`src/rtl/rop3_blit_ctrl.sv`:
```
// Rectangle sequencer for a ROP3 datapath: issues S/D reads in raster order and
// writes each ROP3 result back to the destination once the datapath latency has elapsed.
module rop3_blit_ctrl #(
    parameter int unsigned N       = 8,
    parameter int unsigned AW      = 16,
    parameter int unsigned ROP_LAT = 2
) (
    input  logic          clk,
    input  logic          rst,
    input  logic          start,
    input  logic [7:0]    mode_in,
    input  logic [N-1:0]  pat_in,
    input  logic [AW-1:0] src_base,
    input  logic [AW-1:0] dst_base,
    input  logic [7:0]    width,
    input  logic [7:0]    height,
    input  logic [AW-1:0] stride,
    input  logic          hold,
    output logic          busy,
    output logic          done,
    output logic          src_rd_en,
    output logic [AW-1:0] src_addr,
    input  logic [N-1:0]  src_rdata,
    output logic          dst_rd_en,
    output logic [AW-1:0] dst_addr,
    input  logic [N-1:0]  dst_rdata,
    output logic [N-1:0]  rop_P,
    output logic [N-1:0]  rop_S,
    output logic [N-1:0]  rop_D,
    output logic [7:0]    rop_Mode,
    input  logic [N-1:0]  rop_Result,
    output logic          dst_wr_en,
    output logic [AW-1:0] dst_wr_addr,
    output logic [N-1:0]  dst_wdata
);

    localparam int unsigned DIM_W = 8;

    localparam logic [1:0] S_IDLE  = 2'd0;
    localparam logic [1:0] S_RUN   = 2'd1;
    localparam logic [1:0] S_DRAIN = 2'd2;
    localparam logic [1:0] S_DONE  = 2'd3;

    logic [1:0]       state;
    logic [1:0]       state_nxt;

    logic [DIM_W-1:0] w_m1;
    logic [DIM_W-1:0] h_m1;
    logic [DIM_W-1:0] x;
    logic [DIM_W-1:0] y;
    logic [AW-1:0]    stride_q;
    logic [AW-1:0]    src_row;
    logic [AW-1:0]    dst_row;

    // Valid bit and write address per in-flight pixel; stage ROP_LAT drives the write port.
    logic [ROP_LAT:0] vld;
    logic [AW-1:0]    wa [ROP_LAT+1];

    logic issue_c;
    logic row_end_c;
    logic last_px_c;
    logic pending_c;

    assign issue_c   = (state == S_RUN) && !hold;
    assign row_end_c = (x == w_m1);
    assign last_px_c = row_end_c && (y == h_m1);
    // Anything still in flight other than the pixel being written this cycle.
    assign pending_c = |vld[ROP_LAT-1:0];

    // Next-state logic.
    always_comb begin
        state_nxt = state;
        case (state)
            S_IDLE: begin
                if (start) begin
                    if ((width == '0) || (height == '0)) state_nxt = S_DONE;
                    else                                 state_nxt = S_RUN;
                end
            end
            S_RUN: begin
                if (issue_c && last_px_c) state_nxt = S_DRAIN;
            end
            S_DRAIN: begin
                if (!pending_c) state_nxt = S_DONE;
            end
            S_DONE: begin
                state_nxt = S_IDLE;
            end
            default: begin
                state_nxt = S_IDLE;
            end
        endcase
    end

    // State register with registered status flags.
    always_ff @(posedge clk) begin
        if (rst) begin
            state <= S_IDLE;
            busy  <= 1'b0;
            done  <= 1'b0;
        end else begin
            state <= state_nxt;
            busy  <= (state_nxt == S_RUN) || (state_nxt == S_DRAIN);
            done  <= (state_nxt == S_DONE);
        end
    end

    // Command latch and incremental address walk (row-start registers, no multiply).
    always_ff @(posedge clk) begin
        if (rst) begin
            rop_Mode <= '0;
            rop_P    <= '0;
            w_m1     <= '0;
            h_m1     <= '0;
            x        <= '0;
            y        <= '0;
            stride_q <= '0;
            src_row  <= '0;
            dst_row  <= '0;
            src_addr <= '0;
            dst_addr <= '0;
        end else if ((state == S_IDLE) && start) begin
            rop_Mode <= mode_in;
            rop_P    <= pat_in;
            w_m1     <= width - DIM_W'(1);
            h_m1     <= height - DIM_W'(1);
            x        <= '0;
            y        <= '0;
            stride_q <= stride;
            src_row  <= src_base;
            dst_row  <= dst_base;
            src_addr <= src_base;
            dst_addr <= dst_base;
        end else if (issue_c) begin
            if (row_end_c) begin
                x        <= '0;
                y        <= y + DIM_W'(1);
                src_row  <= src_row + stride_q;
                dst_row  <= dst_row + stride_q;
                src_addr <= src_row + stride_q;
                dst_addr <= dst_row + stride_q;
            end else begin
                x        <= x + DIM_W'(1);
                src_addr <= src_addr + AW'(1);
                dst_addr <= dst_addr + AW'(1);
            end
        end
    end

    // Latency-matching shift chain; reset drops every in-flight pixel.
    always_ff @(posedge clk) begin
        if (rst) begin
            vld <= '0;
            for (int i = 0; i <= int'(ROP_LAT); i++) wa[i] <= '0;
        end else begin
            vld   <= {vld[ROP_LAT-1:0], issue_c};
            wa[0] <= issue_c ? dst_addr : '0;
            for (int i = 1; i <= int'(ROP_LAT); i++) wa[i] <= wa[i-1];
        end
    end

    assign src_rd_en   = issue_c;
    assign dst_rd_en   = issue_c;
    assign rop_S       = src_rdata;
    assign rop_D       = dst_rdata;
    assign dst_wr_en   = vld[ROP_LAT];
    assign dst_wr_addr = wa[ROP_LAT];
    assign dst_wdata   = vld[ROP_LAT] ? rop_Result : '0;

endmodule

```
`config.mk`:
```
export PLATFORM = sky130hd
export DESIGN_NAME = rop3_blit_ctrl
export DESIGN_NICKNAME = d
export VERILOG_FILES = /design/src/rtl/rop3_blit_ctrl.sv
export SDC_FILE = /design/constraint.sdc
export NUM_CORES = 1
export LEC_CHECK = 0
export CAP_MARGIN = 20
export CORE_AREA = 2 2 131 133
export CTS_BUF_LIST = sky130_fd_sc_hd__clkbuf_2
export CTS_CLUSTER_DIAMETER = 50
export DETAILED_ROUTE_END_ITERATION = 12
export DIE_AREA = 0 0 133 135
export PLACE_DENSITY = 0.9
export SLEW_MARGIN = 0
export SYNTH_ARGS = -nofsm -noshare
export SYNTH_HDL_FRONTEND = slang
export SYNTH_SLANG_ARGS = --single-unit
```
`constraint.sdc`:
```
create_clock -name clk -period 3.6 [get_ports clk]
set_input_delay 0.54 -clock clk [delete_from_list [all_inputs] [get_ports clk]]
set_output_delay 0.54 -clock clk [all_outputs]
set_load 0.005 [all_outputs]
```
==> results.sh, run 1 <==
export IMPL_p_per_area_nw_per_um2=398
export IMPL_ant_nets=0
export IMPL_status="completed"
export IMPL_tns_ns=0
export IMPL_gp_congestion=1.01
export IMPL_htreeDepth=4
export IMPL_track_usage_pct=27.7
export IMPL_synth_warnings=0
export IMPL_wl_um=24800
export IMPL_cts_setup_buffers=0
export IMPL_clk_path_buf_depth=2
export IMPL_hold_viol_final=0
export IMPL_viasPerCell=5.83
export IMPL_grt_setup_unrepaired="no"
export IMPL_die_x_um=133
export IMPL_grt_pass1_vias=7998
export IMPL_wl_met2_um=11300
export IMPL_synth_top_area_share_pct=39.3
export IMPL_critical_path_arrival_ns=2.51
export IMPL_worstPathRequired_ns=3.06
export IMPL_reg2reg_depth=9
export IMPL_ys_ff_latch=183
export IMPL_hp_start="rst"
export IMPL_cts_tree="yes"
export IMPL_overflow=0
export IMPL_worstMarginPinSlew_ns=1.01
export IMPL_ir_drop_uv=234
export IMPL_drv_cap=0
export IMPL_dr_pass1_iters=6
export IMPL_wl_per_cell_um=16.9
export IMPL_synth_area_per_cell_sq_um=8.31
export IMPL_drtIter0Drc=737
export IMPL_dp_hpwl_um=18200
export IMPL_cts_made_buffers=17
export IMPL_wl_met3_um=2380
export IMPL_drive_gt1_share_pct=5.16
export IMPL_postCtsHoldBufs=0
export IMPL_timing_rr_end="dst_row[14]"
export IMPL_coreArea_sq_um=16400
export IMPL_seq_area_frac_synth_pct=39.3
export IMPL_grt_start_max_net_pins=71
export IMPL_ctsResizeCount=0
export IMPL_yosysMostFrequentCell="dfxtp_1"
export IMPL_crit_type="flop to primary output"
export IMPL_hold_depth=2
export IMPL_r2r_start="stride_q[0]"
export IMPL_cp_end_kind="primary output"
export IMPL_synthesis_nets=1272
export IMPL_ys_top_cells_by_count="dfxtp_1 (183), nand2_1 (145), nor2_1 (137), a21oi_1 (82), xnor2_1 (42)"
export IMPL_grt_pass1_wl_um=40100
export IMPL_fp_dieH_um=135
export IMPL_synth_area_leaders="dfxtp_1 (39%), nand2_1 (5.8%), nor2_1 (5.5%)"
export IMPL_max_freq_ghz=0.328
export IMPL_dieArea_sq_um=18000
export IMPL_holdWs_ns=0.158
export IMPL_fin_crit_sh_pct=84.6
export IMPL_start_util_pct=56.9
export IMPL_fp_row_count=47
export IMPL_netlist_instances=1123
export IMPL_ios=201
export IMPL_worstHoldPathType="input port to flop"
export IMPL_whs_endpoint="busy"
export IMPL_ys_flop_type="dfxtp_1"
export IMPL_antenna_found_initial=1
export IMPL_drc=0
export IMPL_wl_met1_um=10200
export IMPL_top_layer_used="met4"
export IMPL_final_max_slew_viol_count=0
export IMPL_utilization_pct=68.0
export IMPL_slew_headroom_pct=32.7
export IMPL_cts_root_buf="clkbuf_2"
export IMPL_ys_async_sr_fraction_pct=0
export IMPL_port_buffers=168
export IMPL_cp_start_kind="flop"
export IMPL_cts_num_sinks=183
export IMPL_vias=8522
export IMPL_rrSetupSlack_ns=0.72
export IMPL_synth_edf_count=0
export IMPL_ys_types=70
export IMPL_fin_crit_ns=3.05
export IMPL_nNetsFinal=1377
export IMPL_yosysTopAreaCell="dfxtp_1"
export IMPL_synth_area_sq_um=9330
export IMPL_clock_latency_ns=0.79
export IMPL_power_leakage_nw=4.32
export IMPL_clkTransAtPathRegs_ns=0.28
export IMPL_fin_skew_ns=0.0511
export IMPL_area_growth_pct=19.5
export IMPL_setup_viol=0
export IMPL_path_max_fanout=8
[area by class of cell]
type / count / area [sq um]
multi-input cells: 829 / 5070
repair buffers: 182 / 1780
fillers: 1290 / 5260
clock buffers: 17 / 85.1
inverters: 15 / 57.6
diodes: 1 / 2.50
flip-flops and latches: 183 / 3660
well taps: 220 / 275
clock inverters: 15 / 215
[critical path: stages, from the launching register on]
cell and delay, ns:
dfxtp_1 0.48, or3b_1 0.42, clkinv_2 0.14, buf_4 0.19, clkdlybuf4s50_1 0.52
[cells in the final DEF, fill, tap and decap left out, drive strengths merged, types with 9 or more instances in the layout]
| master | count |
|---|---|
| o22ai | 16 |
| xor2 | 41 |
| nor2b | 38 |
| nand3 | 21 |
| and2 | 23 |
| nand4 | 16 |
| a211oi | 29 |
| ha | 39 |
| clkdlybuf4s50 | 167 |
| nor2 | 139 |
| and3 | 9 |
| a311oi | 12 |
| xnor2 | 42 |
| o21ai | 34 |
| nor3 | 21 |
| a21o | 14 |
| buf | 15 |
| nor4 | 15 |
| inv | 23 |
| a21oi | 82 |
| dfxtp | 183 |
| nand2 | 147 |
| clkbuf | 17 |
[worst max path at each step]
stage / startpoint / endpoint / slack, ns / depth (start not counted)
2_1_floorplan: stride_q[0] / dst_row[14] / 1.18 / 9
4_1_cts: state[0] / dst_rd_en / 0.51 / 4
3_5_place_dp: hold / dst_addr[14] / 0.75 / 8
5_1_grt: state[0] / dst_rd_en / 0.46 / 4
6_report: state[0] / dst_rd_en / 0.55 / 4
3_3_place_gp: start / dst_row[7] / 0.76 / 6
[flip-flops by register name (all words and copies together), names as in the netlist, 16 cells and up]
| signal | cells |
|---|---|
| src_row | 16 |
| wa | 48 |
| dst_row | 16 |
| src_addr | 16 |
| stride_q | 16 |
| dst_addr | 16 |
[cells by family (layout without fill, tap and decap cells)]
kind of cell | count (synthesis) | after routing | share of synthesized area [%]
AOI/OAI and AO/OA | 243 | 243 | 17.0
xor gates and xnor gates | 84 | 84 | 8.04
adders and majority gates | 41 | 41 | 5.66
buffers and inverters | 111 | 229 | 6.50
DFF | 183 | 183 | 39.3
muxes | 3 | 3 | 0.322
other | 0 | 1 | 0
and+or+nand+nor | 458 | 458 | 23.2
[per-stage QoR]
stage | total power [W] | cell area, sq um | cells | setup WS, ns
5_1_grt | 0.00463 | 11100 | 1462 | 0.458
3_3_place_gp | 0.00322 | 10800 | 1429 | 0.756
6_report | 0.00443 | 11100 | 1462 | 0.553
3_5_place_dp | 0.00325 | 10800 | 1429 | 0.752
2_1_floorplan | 0.00287 | 9330 | 1123 | 1.18
4_1_cts | 0.00443 | 11100 | 1461 | 0.511
[report_power, final]
part / switching [W] / leakage [nW] / internal (W)
Combinational: 0.000519 / 2.65 / 0.000437
Clock: 0.000866 / 0.172 / 0.000329
Sequential: 0.000127 / 1.50 / 0.00215
Total: 0.00151 / 4.32 / 0.00292
[routing by layer]
layer / vias to the layer above / track usage (%)
li1: 4084 / -
met1: 3885 / 35.6
met2: 481 / 44.8
met3: 72 / 6.72
met4: 0 / 11.8
met5: - / 0
Power figures use the tool's default switching activity.
==> run 2, diff against run 1 <==
CORE_AREA = 2 2 143 145   (was 2 2 131 133)
DIE_AREA = 0 0 145 147   (was 0 0 133 135)
PLACE_DENSITY = 0.8   (was 0.9)
clock period = 2.75 ns   (was 3.6 ns; I/O delays follow)
==> run 2 against run 1 <==
Compared with the run above:
- clock power grew 18%
- combinational power grew 36%
- largest power group unchanged
- sequential power grew 31%
- cell count grew 4.9%
- non-clock buffer count grew 21
- count of clock-buffer cells in the layout grew 1
- cell area grew 2.2%
==> results.sh, run 2 (synthesized netlist as in run 1, its figures left out) <==
export IMPL_status="completed"
export IMPL_hp_start="stride[11]"
export IMPL_ios=201
export IMPL_critical_path_arrival_ns=2.23
export IMPL_grt_pass1_wl_um=40400
export IMPL_track_usage_pct=23.4
export IMPL_utilization_pct=57.4
export IMPL_overflow=0
export IMPL_p_per_area_nw_per_um2=501
export IMPL_cts_num_sinks=183
export IMPL_antenna_found_initial=1
export IMPL_final_common_cell="dfxtp_1"
export IMPL_dp_hpwl_um=18600
export IMPL_cts_tree="yes"
export IMPL_clkTransAtPathRegs_ns=0.29
export IMPL_ant_nets=0
export IMPL_worstHoldPathType="input port to flop"
export IMPL_dr_pass1_iters=5
export IMPL_layout_common_cells="dfxtp_1 (180), clkdlybuf4s50_1 (166), nand2_1 (145)"
export IMPL_crit_type="flop to primary output"
export IMPL_largest_reg_flops=48
export IMPL_htreeDepth=4
export IMPL_postLayoutCellArea_sq_um=11400
export IMPL_top_register="wa"
export IMPL_cp_end_kind="primary output"
export IMPL_port_buffers=168
export IMPL_hold_viol_final=0
export IMPL_drive_gt1_share_pct=7.21
export IMPL_path_max_fanout=4
export IMPL_tns_ns=0
export IMPL_coreArea_sq_um=19800
export IMPL_worstMarginPinSlew_ns=0.560
export IMPL_grt_start_max_net_pins=67
export IMPL_drc=0
export IMPL_grt_setup_unrepaired="no"
export IMPL_slew_headroom_pct=62.5
export IMPL_dieArea_sq_um=21300
export IMPL_ir_drop_uv=406
export IMPL_cts_root_buf="clkbuf_2"
export IMPL_gp_congestion=0.931
export IMPL_cp_start_kind="flop"
export IMPL_nNetsFinal=1398
export IMPL_final_max_slew_viol_count=0
export IMPL_fp_dieH_um=147
export IMPL_place_area_sq_um=11100
export IMPL_fin_skew_ns=0.0512
export IMPL_clock_latency_ns=0.85
export IMPL_viasPerCell=5.53
export IMPL_drtIter0Drc=561
export IMPL_fin_crit_sh_pct=96.1
export IMPL_area_growth_pct=22.1
export IMPL_max_freq_ghz=0.379
export IMPL_power_leakage_nw=4.42
export IMPL_setup_worst_path_start="state[1]"
export IMPL_cts_made_buffers=17
export IMPL_clk_path_buf_depth=2
export IMPL_r2r_start="stride_q[0]"
export IMPL_setup_viol=0
export IMPL_wl_per_cell_um=16.5
export IMPL_start_util_pct=47.0
export IMPL_worstPathRequired_ns=2.34
export IMPL_fin_crit_ns=2.64
export IMPL_vias=8484
export IMPL_fp_row_count=52
export IMPL_grt_pass1_vias=8084
export IMPL_wl_um=25200
export IMPL_die_x_um=145
export IMPL_drv_cap=0
run 2: metal layers:
metal	GRT usage [%]	vias to the layer above	wire length, um
met3	6.52	58	2300
met5	0	-	0
li1	-	4116	-
met2	38.3	441	11500
met4	9.21	0	738
met1	29.3	3869	10700
run 2: layout make-up:
cell class / instances / area, sq um
tap: 270 / 338
clock buffer: 18 / 90.1
sequential: 183 / 3670
clock inverter: 14 / 171
timing repair buffer: 203 / 1970
inverter: 15 / 63.8
fill: 1755 / 8450
antenna: 1 / 2.50
multi-input combinational: 829 / 5090
run 2: per-stage QoR:
stage	power, W	instances	hold slack (ns)	setup slack [ns]
after floorplan	0.00376	1123	0.414	0.333
after CTS	0.00570	1531	0.0540	0.00606
after detailed placement	0.00428	1496	0.420	0.0976
final	0.00570	1533	0.0980	0.108
after global placement	0.00426	1496	0.417	0.147
after global routing	0.00596	1533	0.0466	0.0132
run 2: power breakdown:
part	switching [W]	total (W)	internal [W]
logic	0.000699	0.00130	0.000604
clock network	0.00110	0.00142	0.000320
registers	0.000161	0.00298	0.00282
total	0.00196	0.00570	0.00374
run 2: path summary, 6_finish.rpt:
path | cells past startpoint | endpoint | slack [ns]
worst min register to register | 1 | wa[0][25] | 0.45
worst max register to register | 9 | dst_row[14] | 0.14
worst min-delay path | 3 | stride_q[11] | 0.1
worst max-delay path | 3 | src_rd_en | 0.11
run 2: critical path, stage by stage (launching register included):
cell and delay (ns):
dfxtp_4 0.42, or3b_4 0.42, inv_8 0.08, clkdlybuf4s50_1 0.49
run 2: what timing repair did:
| item | 4_1_cts | 5_1_grt |
|---|---|---|
| hold buffers | 1 | 0 |
| buffers inserted | 2 | 1 |
| setup endpoints to repair | 2 | 3 |
| endpoints found under the hold margin | 20 | 0 |
| pin swaps | 0 | 1 |
| gates resized for setup | 7 | 5 |
==> run 3, diff against run 2 <==
ABC_CLOCK_PERIOD_IN_PS = 2750   (was unset)
==> results of run 3 <==
No change in the layout: final DEF, timing and power equal those of run 2.
